===== config.mk =====
export PLATFORM = sky130hd
export DESIGN_NAME = alu_operand_loader_flat
export DESIGN_NICKNAME = d
export VERILOG_FILES = /design/src/rtl/alu_operand_loader_pkg.sv /design/src/rtl/alu_operand_loader_if.sv /design/src/rtl/alu_operand_loader_sat_counter.sv /design/src/rtl/alu_operand_loader.sv /design/src/flat_wrapper.sv
export SDC_FILE = /design/constraint.sdc
export NUM_CORES = 1
export LEC_CHECK = 0
export CAP_MARGIN = 20
export CELL_PAD_IN_SITES_DETAIL_PLACEMENT = 1
export CELL_PAD_IN_SITES_GLOBAL_PLACEMENT = 1
export CORE_AREA = 2 2 81 83
export CTS_CLUSTER_DIAMETER = 100
export DETAILED_ROUTE_END_ITERATION = 12
export DIE_AREA = 0 0 83 85
export PLACE_DENSITY_LB_ADDON = 0.05
export SKIP_CTS_REPAIR_TIMING = 1
export SLEW_MARGIN = 20
export SYNTH_ARGS = -nofsm -noshare
export SYNTH_HDL_FRONTEND = slang
export SYNTH_SLANG_ARGS = --single-unit

===== constraint.sdc =====
create_clock -name clk -period 1.5 [get_ports clk]
set_input_delay 0.45 -clock clk [delete_from_list [all_inputs] [get_ports clk]]
set_output_delay 0.45 -clock clk [all_outputs]
set_load 0.02 [all_outputs]

===== src/rtl/alu_operand_loader_pkg.sv =====
// Shared opcode, state and width definitions for the ALU operand loader.
package alu_pkg;

  localparam int WIDTH_DEFAULT = 16;
  localparam int OPW_DEFAULT   = 2;

  localparam logic [1:0] OP_ADD = 2'd0;
  localparam logic [1:0] OP_AND = 2'd1;
  localparam logic [1:0] OP_OR  = 2'd2;
  localparam logic [1:0] OP_XOR = 2'd3;

  typedef enum logic [1:0] {
    LOAD_A = 2'd0,
    LOAD_B = 2'd1,
    HOLD   = 2'd2
  } loader_state_t;

endpackage


===== src/rtl/alu_operand_loader_if.sv =====
// Input word stream and registered operand-pair stream of the ALU operand loader.
interface alu_operand_loader_if
  import alu_pkg::*;
#(
  parameter int WIDTH = WIDTH_DEFAULT,
  parameter int OPW   = OPW_DEFAULT
);

  logic [WIDTH-1:0] in_data;
  logic [OPW-1:0]   in_op;
  logic             in_valid;
  logic             in_ready;
  logic [WIDTH-1:0] op_a;
  logic [WIDTH-1:0] op_b;
  logic [OPW-1:0]   op_sel;
  logic             out_valid;
  logic             out_ready;

  // Master is the source/ALU side, slave is the loader.
  modport master (
    output in_data, in_op, in_valid, out_ready,
    input  in_ready, op_a, op_b, op_sel, out_valid
  );

  modport slave (
    input  in_data, in_op, in_valid, out_ready,
    output in_ready, op_a, op_b, op_sel, out_valid
  );

endinterface


===== src/rtl/alu_operand_loader_sat_counter.sv =====
// Saturating up-counter with synchronous reset/clear and increment enable.
module sat_counter
  import alu_pkg::*;
#(
  parameter int W = 8
) (
  input  logic         clk,
  input  logic         rst,
  input  logic         clear,
  input  logic         inc,
  output logic [W-1:0] count
);

  localparam logic [W-1:0] MAX = '1;

  always_ff @(posedge clk) begin
    if (rst || clear) begin
      count <= '0;
    end else if (inc && (count != MAX)) begin
      count <= count + W'(1);
    end
  end

endmodule


===== src/rtl/alu_operand_loader.sv =====
// Collects operand A, operand B and opcode from a word stream and holds the pair for the ALU.
// Optional macro ACCUM_CHAIN_EN: a consumed pair feeds result_in back as the next operand A.
module alu_operand_loader
  import alu_pkg::*;
#(
  parameter int WIDTH = WIDTH_DEFAULT,
  parameter int OPW   = OPW_DEFAULT,
  parameter int CNTW  = 8
) (
  input  logic                  clk,
  input  logic                  rst,
  alu_operand_loader_if.slave   bus,
  input  logic [WIDTH-1:0]      result_in,
  output logic [CNTW-1:0]       pair_count
);

`ifdef ACCUM_CHAIN_EN
  localparam loader_state_t HOLD_EXIT = LOAD_B;
`else
  localparam loader_state_t HOLD_EXIT = LOAD_A;
  logic unused_result;
  assign unused_result = ^result_in;
`endif

  loader_state_t    state;
  loader_state_t    next_state;
  logic             in_fire;
  logic             out_fire;
  logic [WIDTH-1:0] a_q;
  logic [WIDTH-1:0] b_q;
  logic [OPW-1:0]   sel_q;

  always_ff @(posedge clk) begin
    if (rst) begin
      state <= LOAD_A;
    end else begin
      state <= next_state;
    end
  end

  // Handshake outputs decode only the state register, so out_ready never reaches in_ready.
  always_comb begin
    next_state    = LOAD_A;
    bus.in_ready  = 1'b0;
    bus.out_valid = 1'b0;
    case (state)
      LOAD_A: begin
        bus.in_ready = 1'b1;
        next_state   = bus.in_valid ? LOAD_B : LOAD_A;
      end
      LOAD_B: begin
        bus.in_ready = 1'b1;
        next_state   = bus.in_valid ? HOLD : LOAD_B;
      end
      HOLD: begin
        bus.out_valid = 1'b1;
        next_state    = bus.out_ready ? HOLD_EXIT : HOLD;
      end
      default: begin
        next_state = LOAD_A;
      end
    endcase
  end

  assign in_fire  = bus.in_valid && bus.in_ready;
  assign out_fire = bus.out_valid && bus.out_ready;

  always_ff @(posedge clk) begin
    if (rst) begin
      a_q   <= '0;
      b_q   <= '0;
      sel_q <= '0;
    end else begin
      if (in_fire && (state == LOAD_A)) begin
        a_q <= bus.in_data;
      end
      if (in_fire && (state == LOAD_B)) begin
        b_q   <= bus.in_data;
        sel_q <= bus.in_op;
      end
`ifdef ACCUM_CHAIN_EN
      if (out_fire) begin
        a_q <= result_in;
      end
`endif
    end
  end

  assign bus.op_a   = a_q;
  assign bus.op_b   = b_q;
  assign bus.op_sel = sel_q;

  sat_counter #(.W(CNTW)) u_pair_count (
    .clk   (clk),
    .rst   (rst),
    .clear (1'b0),
    .inc   (out_fire),
    .count (pair_count)
  );

endmodule

===== src/flat_wrapper.sv =====
// flat-port wrapper written by rule: the top's interface ports become plain ports
module alu_operand_loader_flat import alu_pkg::*;
#(
  parameter int WIDTH = WIDTH_DEFAULT,
  parameter int OPW   = OPW_DEFAULT,
  parameter int CNTW  = 8
)
  (clk, rst, result_in, pair_count, bus_in_data, bus_in_op, bus_in_valid, bus_out_ready, bus_in_ready, bus_op_a, bus_op_b, bus_op_sel, bus_out_valid);
  alu_operand_loader_if #(.WIDTH(WIDTH), .OPW(OPW)) bus_i ();
  input  logic clk;
  input  logic rst;
  input  logic [WIDTH-1:0] result_in;
  output logic [CNTW-1:0] pair_count;
  input wire logic [$bits(bus_i.in_data)-1:0] bus_in_data;
  input wire logic [$bits(bus_i.in_op)-1:0] bus_in_op;
  input wire logic [$bits(bus_i.in_valid)-1:0] bus_in_valid;
  input wire logic [$bits(bus_i.out_ready)-1:0] bus_out_ready;
  output wire logic [$bits(bus_i.in_ready)-1:0] bus_in_ready;
  output wire logic [$bits(bus_i.op_a)-1:0] bus_op_a;
  output wire logic [$bits(bus_i.op_b)-1:0] bus_op_b;
  output wire logic [$bits(bus_i.op_sel)-1:0] bus_op_sel;
  output wire logic [$bits(bus_i.out_valid)-1:0] bus_out_valid;
  assign bus_i.in_data = bus_in_data;
  assign bus_i.in_op = bus_in_op;
  assign bus_i.in_valid = bus_in_valid;
  assign bus_i.out_ready = bus_out_ready;
  assign bus_in_ready = bus_i.in_ready;
  assign bus_op_a = bus_i.op_a;
  assign bus_op_b = bus_i.op_b;
  assign bus_op_sel = bus_i.op_sel;
  assign bus_out_valid = bus_i.out_valid;
  alu_operand_loader #(.WIDTH(WIDTH), .OPW(OPW), .CNTW(CNTW)) u_core (.clk(clk), .rst(rst), .bus(bus_i), .result_in(result_in), .pair_count(pair_count));
endmodule

==> metrics.txt <==
required time of the critical path=1.05 ns; MaxCap Viol Count=0; met1 Usage GRT=0.1842; CTS tree=done; area leader, netlist=dfxtp_1; setup_tns=0 ns; Root Buffer=clkbuf_8; Vias=1690; Gate Count Post-Synth=204; DP Worst Slack=-0.3647 ns; global-route wire length before repair=8.383 mm; CP arrival=1.00 ns; final setup margin=0.04764 ns; Longest Clk Path Bufs=2; DR WL/cell=13.58 microns; Clock Pin Slew Worst Setup and Hold Paths=0.08 ns; Final Cell Area=2834 sq um; dpl hpwl=3.483 mm; I/O Pins=82; DIE HEIGHT=85 microns; # clock sinks=44; Rows=29; number of synthesized flops with an enable pin=0; Synth Flop Type=dfxtp_1; max-slew violation count=0; Layout area overhead=67.65%; post-DR vias/cell=4.592; ANT cells=0; worst skew pair latency=0.30 ns; die span in x=83 microns; worst-path maximum fanout=7; final clock skew=0.004576 ns; Syn. warnings=0; DRC=0; top cell type's share of synthesized area=0.5211; core area=6205 sq um; worst rel slew slack=0.8115; Worst setup EP type=output pin; H-Tree Depth=2; remaining antenna violation count=0; met2 usage=0.2375; Synth cell types=30; vias in the first global route=1739; Area after DPL=2609 sq um; status=finished clean; fin crit share=0.9682; worst min path class=flip-flop to flip-flop; Min Clock Period, post-route=1.452 ns; dpl cells=357; Seq/Total Area, Yosys=0.5211; DRT iter0 DRCs=50; GR Util met3=0.05156; total power=2.522 mW; highest clock rate=688.5 MHz; GP Congestion=0.7502; initial antenna violation count=0; Worst VDD drop=0.0004655 V; crit path kind=flip-flop to output pin; Total Routing Usage GR=0.1465; Static Leak=1.750 nW; Initial Util=0.2724; final core utilization=0.4567; number of buffers created by CTS=5; Mean Syn Cell Area=8.286 sq um; final setup vio count=0; total gr overflow=0; WHS=0.4532 ns; PD cells=890.0 nW/um^2; Synth Net Count=243; endpoints failing hold=0; async set or reset register ratio after synthesis=0; Final Non-Filler Cells=368; die outline area=7055 sq um; Final nets=329; measured slew at the worst slew-check pin=0.2789 ns; most frequent cells after synthesis=69 x nand2_1, 44 x dfxtp_1, 36 x a21oi_1, 7 x clkbuf_1, 6 x nor2_1; Routed Wire Length=4.996 mm; share of layout cells above drive strength 1=0.1615; IO Port Bufs=65; area of the mapped netlist=1690 sq um; CP Launch Type=flip-flop; DRT Pass-1 Iters=4; ranking of synthesized cells by area=dfxtp_1 52%, nand2_1 15%, a21oi_1 11%, clkbuf_1 1.6%, buf_6 1.3%; unrepaired setup endpoints after global routing=yes; largest net degree at the start of global routing=22; busiest grt layer=met2; most common cell in the synthesized netlist=nand2_1; Seq cells post-synth=44
==> final cells by class <==
| cell class | instances | area, sq um |
|---|---|---|
| fill | 715 | 3371 |
| timing repair buffer | 93 | 1026 |
| sequential | 44 | 882.1 |
| multi-input combinational | 144 | 728.2 |
| tap | 77 | 96.34 |
| clock buffer | 7 | 86.33 |
| clock inverter | 1 | 7.507 |
| inverter | 2 | 7.507 |
==> per-layer routing <==
layer	up-vias	wire (microns)
met2	37	2467
met3	5	272
met1	795	2206
met5	-	0
li1	853	-
met4	0	49
==> cells by family (layout without fill, tap and decap cells) <==
family                   after synthesis  after routing  share of synthesized area
AO/OA/AOI/OAI                         45             45                     0.1554
XOR/XNOR                               3              3                    0.01555
adder cells (fa/ha/maj)                1              1                   0.007401
buffers and inverters                 16            103                    0.05107
flip-flops                            44             44                     0.5211
multiplexers                           1              1                   0.005922
AND/OR/NAND/NOR                       94             94                     0.2435
==> path summary, 6_finish.rpt <==
check,cells after the start,slack (ns),endpoint,from
max,3,0.05,bus_in_ready,u_core.state[1]
min,2,0.45,u_core.bus.op_b[2],u_core.bus.op_b[2]
max reg2reg,6,0.09,u_core.u_pair_count.count[4],u_core.u_pair_count.count[4]
min reg2reg,2,0.45,u_core.bus.op_b[2],u_core.bus.op_b[2]
==> registers in the layout, summed over array words and instances, names as in the netlist <==
register                   cells
u_core.bus.op_b               16
u_core.bus.op_sel              2
u_core.bus.op_a               16
u_core.state                   2
u_core.u_pair_count.count      8
==> worst max-delay path: stages, from the launching register on <==
cell	delay, ns
dfxtp_2	0.34
inv_2	0.04
buf_4	0.16
buf_4	0.16
==> placed cells by master (no fill, tap or decap) <==
cell type,instances
nand2_1,69
dlymetal6s2s_1,43
dfxtp_1,43
a21oi_1,36
buf_4,25
clkdlybuf4s50_1,20
clkbuf_8,6
nor2_1,5
buf_12,5
nor3_1,4
and3_1,3
nand3_1,3
nand4_1,3
a31oi_1,3
inv_2,2
xnor2_1,2
nor2_2,1
nand3_2,1
nand3b_1,1
and4_1,1
nor4b_1,1
nor3_4,1
a311oi_2,1
a211oi_2,1
o21bai_1,1
a211oi_1,1
a41o_2,1
mux2i_1,1
xor2_1,1
or3_1,1
a41o_1,1
ha_2,1
clkinvlp_4,1
clkbuf_1,1
dfxtp_2,1
==> power by group <==
| group | total (mW) | switching (mW) | leakage [nW] | internal, mW |
|---|---|---|---|---|
| logic | 0.486 | 0.249 | 1.35 | 0.238 |
| clock network | 0.781 | 0.406 | 0.0445 | 0.375 |
| registers | 1.25 | 0.0283 | 0.359 | 1.23 |
Power figures use the tool's default switching activity.
